`src/rtl/uart_rx_param.sv`:
```
`default_nettype none
// ============================================================================
// Module   : uart_rx_param
// Purpose  : Parametrised oversampling UART receiver. It contains the input
//            synchroniser, edge/bit counters, a 2-of-3 majority sampler, the
//            frame FSM and the deserialiser.
// Revision : 1.0 - initial release
// ----------------------------------------------------------------------------
// Parameters:
//   DATA_WIDTH  data bits per frame (5..9)
//   PRESCALE    clk cycles per bit (even, 4..32)
// Ports:
//   clk         oversampling clock (PRESCALE x baud)
//   rst         asynchronous reset, active low
//   RX_IN       serial line, idle high, asynchronous to clk
//   par_en      parity bit present (latched on IDLE->START)
//   par_typ     0 = even, 1 = odd (latched on IDLE->START)
//   p_data      last good frame, LSB received first
//   data_valid  one-cycle strobe, p_data updated
//   par_err     one-cycle strobe, parity mismatch
//   stp_err     one-cycle strobe, stop bit sampled low
// Build option:
//   UART_RX_PARITY_EN  defined: parity state and checking compiled in.
//                      undefined: frame is start + data + stop, par_err = 0.
// ============================================================================
module uart_rx_param #(
    parameter int DATA_WIDTH = 8,
    parameter int PRESCALE   = 8
) (
    input  logic                  clk,
    input  logic                  rst,
    input  logic                  RX_IN,
    input  logic                  par_en,
    input  logic                  par_typ,
    output logic [DATA_WIDTH-1:0] p_data,
    output logic                  data_valid,
    output logic                  par_err,
    output logic                  stp_err
);

    localparam int c_EW = $clog2(PRESCALE);
    localparam int c_BW = $clog2(DATA_WIDTH + 1);

    localparam logic [c_EW-1:0] c_EDGE_LAST = c_EW'(PRESCALE - 1);
    localparam logic [c_EW-1:0] c_SMP0      = c_EW'(PRESCALE / 2 - 1);
    localparam logic [c_EW-1:0] c_SMP1      = c_EW'(PRESCALE / 2);
    localparam logic [c_EW-1:0] c_SMP2      = c_EW'(PRESCALE / 2 + 1);
    localparam logic [c_BW-1:0] c_BIT_LAST  = c_BW'(DATA_WIDTH - 1);

    typedef enum logic [2:0] {
        S_IDLE   = 3'd0,
        S_START  = 3'd1,
        S_DATA   = 3'd2,
`ifdef UART_RX_PARITY_EN
        S_PARITY = 3'd3,
`endif
        S_STOP   = 3'd4
    } state_t;

    state_t                  state_q;
    logic                    rx_meta_q;
    logic                    rx_s_q;
    logic [c_EW-1:0]         edge_q;
    logic [c_EW-1:0]         edge_d;
    logic [c_BW-1:0]         bit_q;
    logic                    smp0_q;
    logic                    smp1_q;
    logic                    smp2_q;
    logic [DATA_WIDTH-1:0]   shift_q;
    logic [DATA_WIDTH-1:0]   shift_d;
    logic [DATA_WIDTH-1:0]   p_data_q;
    logic                    data_valid_q;
    logic                    stp_err_q;
    logic                    w_wrap;
    logic                    w_s2;
    logic                    w_vote;

`ifdef UART_RX_PARITY_EN
    logic                    par_en_q;
    logic                    par_typ_q;
    logic                    mismatch_q;
    logic                    par_err_q;
`else
    logic                    w_unused_par;
    assign w_unused_par = par_en ^ par_typ;
`endif

    assign w_wrap  = (edge_q == c_EDGE_LAST);
    assign edge_d  = w_wrap ? '0 : edge_q + 1'b1;

    // The third sample is taken from the live synchronised bit on its own
    // count, so the vote is already complete in that cycle. This keeps the
    // wrap decision valid even for PRESCALE=4, where the third sample point
    // is the wrap count itself.
    assign w_s2    = (edge_q == c_SMP2) ? rx_s_q : smp2_q;
    assign w_vote  = (smp0_q & smp1_q) | (smp0_q & w_s2) | (smp1_q & w_s2);

    // Right shift: the first received bit ends up in bit 0.
    assign shift_d = {w_vote, shift_q[DATA_WIDTH-1:1]};

    always_ff @(posedge clk or negedge rst) begin
        if (!rst) begin
            state_q      <= S_IDLE;
            rx_meta_q    <= 1'b1;
            rx_s_q       <= 1'b1;
            edge_q       <= '0;
            bit_q        <= '0;
            smp0_q       <= 1'b1;
            smp1_q       <= 1'b1;
            smp2_q       <= 1'b1;
            shift_q      <= '0;
            p_data_q     <= '0;
            data_valid_q <= 1'b0;
            stp_err_q    <= 1'b0;
`ifdef UART_RX_PARITY_EN
            par_en_q     <= 1'b0;
            par_typ_q    <= 1'b0;
            mismatch_q   <= 1'b0;
            par_err_q    <= 1'b0;
`endif
        end else begin
            rx_meta_q    <= RX_IN;
            rx_s_q       <= rx_meta_q;
            data_valid_q <= 1'b0;
            stp_err_q    <= 1'b0;
`ifdef UART_RX_PARITY_EN
            par_err_q    <= 1'b0;
`endif
            if (state_q != S_IDLE) begin
                if (edge_q == c_SMP0) smp0_q <= rx_s_q;
                if (edge_q == c_SMP1) smp1_q <= rx_s_q;
                if (edge_q == c_SMP2) smp2_q <= rx_s_q;
            end

            case (state_q)
                S_IDLE: begin
                    edge_q <= '0;
                    bit_q  <= '0;
                    if (!rx_s_q) begin
                        state_q    <= S_START;
`ifdef UART_RX_PARITY_EN
                        par_en_q   <= par_en;
                        par_typ_q  <= par_typ;
                        mismatch_q <= 1'b0;
`endif
                    end
                end
                S_START: begin
                    edge_q <= edge_d;
                    // A start bit that votes high was a glitch: drop silently.
                    if (w_wrap) state_q <= w_vote ? S_IDLE : S_DATA;
                end
                S_DATA: begin
                    edge_q <= edge_d;
                    if (w_wrap) begin
                        shift_q <= shift_d;
                        if (bit_q == c_BIT_LAST) begin
                            bit_q <= '0;
`ifdef UART_RX_PARITY_EN
                            state_q <= par_en_q ? S_PARITY : S_STOP;
`else
                            state_q <= S_STOP;
`endif
                        end else begin
                            bit_q <= bit_q + 1'b1;
                        end
                    end
                end
`ifdef UART_RX_PARITY_EN
                S_PARITY: begin
                    edge_q <= edge_d;
                    if (w_wrap) begin
                        mismatch_q <= (w_vote != ((^shift_q) ^ par_typ_q));
                        state_q    <= S_STOP;
                    end
                end
`endif
                S_STOP: begin
                    edge_q <= edge_d;
                    // Decide on the third sample and leave straight away so a
                    // start bit following the stop-bit centre is not missed.
                    // The strobes become visible as the count reaches
                    // PRESCALE/2+2.
                    if (edge_q == c_SMP2) begin
                        stp_err_q <= ~w_vote;
`ifdef UART_RX_PARITY_EN
                        par_err_q <= mismatch_q;
                        if (w_vote && !mismatch_q) begin
`else
                        if (w_vote) begin
`endif
                            p_data_q     <= shift_q;
                            data_valid_q <= 1'b1;
                        end
                        state_q <= S_IDLE;
                        edge_q  <= '0;
                    end
                end
                default: begin
                    state_q <= S_IDLE;
                    edge_q  <= '0;
                end
            endcase
        end
    end

    assign p_data     = p_data_q;
    assign data_valid = data_valid_q;
    assign stp_err    = stp_err_q;
`ifdef UART_RX_PARITY_EN
    assign par_err    = par_err_q;
`else
    assign par_err    = 1'b0;
`endif

endmodule
`default_nettype wire

```
`config.mk`:
```
export PLATFORM = sky130hd
export DESIGN_NAME = uart_rx_param
export DESIGN_NICKNAME = d
export VERILOG_FILES = /design/src/rtl/uart_rx_param.sv
export SDC_FILE = /design/constraint.sdc
export NUM_CORES = 1
export LEC_CHECK = 0
export ABC_CLOCK_PERIOD_IN_PS = 4300
export BUFFER_PORTS_ARGS = -buffer_cell sky130_fd_sc_hd__buf_2
export CAP_MARGIN = 20
export CORE_AREA = 2 2 50 61
export CTS_BUF_LIST = sky130_fd_sc_hd__clkbuf_2
export DETAILED_ROUTE_END_ITERATION = 12
export DIE_AREA = 0 0 52 63
export PLACE_DENSITY_LB_ADDON = 0.2
export SLEW_MARGIN = 0
export SYNTH_ARGS = -nofsm -noshare
export SYNTH_HDL_FRONTEND = slang
export SYNTH_SLANG_ARGS = --single-unit
```
`constraint.sdc`:
```
create_clock -name clk -period 4.3 [get_ports clk]
set_input_delay 0.43 -clock clk [delete_from_list [all_inputs] [get_ports clk]]
set_output_delay 0.43 -clock clk [all_outputs]
set_load 0.02 [all_outputs]
```
==> impl_metrics.toml <==
[route]
first_iter_violations = 21
routed-via-count = 941
drc_errors = 0
wl_per_cell_um = 14.8
ant_nets = 0
vias_per_cell = 5.67
routed_wl_mm = 2.45
firstDrtPassIters = 4

[synthesis]
yosys.area.top_type_share = 0.459
ys_types = 39
synth_top_cell_by_area = "dfrtp_1"
synthTopCellsByArea = "dfrtp_1, mux2_2, dfstp_2, ha_1, a311oi_4"
ys_seq_elements = 33
synthesis.nets = 130
yosys_most_used_dff = "dfrtp_1"
synth_edf_count = 0
async_flop_share = 1.00
ys_seq_area_frac = 0.545
synth_area_um2 = 1530
synthCells = 119
avgSynthCellArea_um2 = 12.8
yosysWarnings = 0

[critical_path]
cp.depth = 6
cp-end-kind = "flip-flop"
cp.required_ns = 4.56
reg2reg_depth = 6
crit_path_max_fanout = 9
critPathBufInv = 1
critical_path.max_stage_delay_ns = 0.42
critPathKind = "reg2reg"
crit_slowest_cell = "dfrtp_1"
worstPathArrival_ns = 2.23
cp_cell_sequence = "inv_1, ha_1, a21boi_2, o31ai_1, a21o_1, mux2_2"
critPathTopFamily = "compound AO/OA/AOI/OAI gates"
cp-start-kind = "flip-flop"

[clock_network]
post-cts-setup-buffers = 0
cts.sinks = 33
cts_root_buf = "clkbuf_2"
clkTransAtPathRegs_ns = 0.17
cts_inserted_buffers = 5
htreeDepth = 2
insertion_delay_ns = 0.37
cts_tree = "done"
ctsResizeCount = 0
cts_hold_buf = 0
cts_buffer_depth = 2

[sta]
setup_viol = 0
relSlewSlack = 0.525
tns_ns = 0
skew_ns = 0.0167
holdWs_ns = 0.0854
hold_viol = 0
worst_pin_slew_ns = 0.712
fmax_mhz = 509
final_max_slew_viol_count = 0
timing.final.crit_share = 0.457
rsz0062_at_grt = "false"
fin_crit_ns = 1.97

[cells_and_area]
antenna_cells = 0
final_common_cell = "dfrtp_1"
drive_above_1_share = 0.364
nNetsFinal = 142
areaGrowthSynthToFinish_pct = 7.62
final_cell_mix = "dfrtp_1, mux2_2, buf_2"

[pwr]
power-per-cell-area_nw_per_um2 = 466
p_leak_uw = 0.000824
ir_drop_v = 0.000275

[floorplanning]
num_io_pins = 16
start_util = 0.564
die_h_um = 63
die_x_um = 52
fp.coreArea_um2 = 2710
rows = 21
die-area_um2 = 3280

[global_routing]
grt.overflow.total = 0
antenna_found_initial = 0
grt_pass1_vias = 981
grt_pass1_wl_mm = 4.55
grt_max_degree = 34
grt.total_usage = 0.195

[run_status]
status = "completed"

[placement]
hpwl_mm = 1.67
gp_congestion = 0.760
port_buffers = 12

[hold_path]
hold_class = "in2async"

[run]
maxCapViolCount = 0
==> synth_stat cells (2+ instances only) <==
master and number:
nand2_1 5, nor2b_1 2, nor3_1 2, mux2_2 19
nor2_1 6, mux2i_1 2, a21o_1 2, inv_1 6
o211ai_1 2, o21ai_0 5, dfrtp_1 28, buf_4 2
buf_6 2, clkbuf_1 2, dfstp_2 5, ha_1 6
==> stage by stage <==
| stage | cells | worst slack, ns | cell area (um2) | power (uW) | utilization |
|---|---|---|---|---|---|
| after global placement | 158 | 2.41 | 1580 | 564 | 0.583 |
| after detailed placement | 158 | 2.37 | 1580 | 572 | 0.583 |
| final | 166 | 2.33 | 1640 | 766 | 0.607 |
| after floorplan | 119 | 2.66 | 1530 | 541 | - |
| after CTS | 166 | 2.32 | 1640 | 777 | 0.607 |
| after global routing | 166 | 2.20 | 1640 | 823 | 0.607 |
==> cell families (layout without fill, tap and decap cells) <==
group,count (synthesis),after routing,synth area share
buffers and inverters,13,26,0.0475
and+or+nand+nor,22,22,0.0713
muxes,21,21,0.153
AOI/OAI and AO/OA,22,22,0.124
adders and majority gates,7,7,0.0566
other,1,1,0.00246
DFF,33,33,0.545
==> sequential cells by signal (all words and copies together), names as in the netlist <==
| register | flops |
|---|---|
| p_data | 8 |
| shift_q | 8 |
| bit_q | 4 |
| edge_q | 3 |
| state_q | 3 |
| data_valid | 1 |
| rx_meta_q | 1 |
| rx_s_q | 1 |
| smp0_q | 1 |
| smp1_q | 1 |
| smp2_q | 1 |
| stp_err | 1 |
==> cell type report <==
cell class                      instances  area, um2
Clock buffer                            6       30.0
Clock inverter                          2       33.8
Fill cell                             217       1060
Inverter                                6       22.5
Multi-Input combinational cell         73        622
Sequential cell                        33        832
Tap cell                               34       42.5
Timing Repair Buffer                   12       60.1
==> report_power, final <==
group	internal, uW	leakage, uW	total, uW	switching [uW]
Clock	99.3	0.0000406	199	100
Combinational	77.7	0.000349	168	90.0
Sequential	358	0.000434	399	41.5
==> per-layer routing <==
metal | global-route usage | wire (um)
met2 | 0.324 | 1310
met4 | 0.125 | 49
met3 | 0.0431 | 100
met5 | 0 | 0
met1 | 0.217 | 992
==> path summary, 6_finish.rpt <==
kind / start / end / slack, ns
setup / recovery: edge_q[1]$_DFF_PN0_ / p_data[4]$_DFFE_PN0P_ / 2.33
max in group asynchronous: rst / p_data[3]$_DFFE_PN0P_ / 3.75
hold reg to reg: rx_meta_q$_DFF_PN1_ / rx_s_q$_DFF_PN1_ / 0.36
setup reg to reg: edge_q[1]$_DFF_PN0_ / p_data[4]$_DFFE_PN0P_ / 2.33
hold / removal: rst / state_q[0]$_DFFE_PN0P_ / 0.09
min in group clk: RX_IN / rx_meta_q$_DFF_PN1_ / 0.14
No activity file was read; power rests on OpenSTA's default activity.
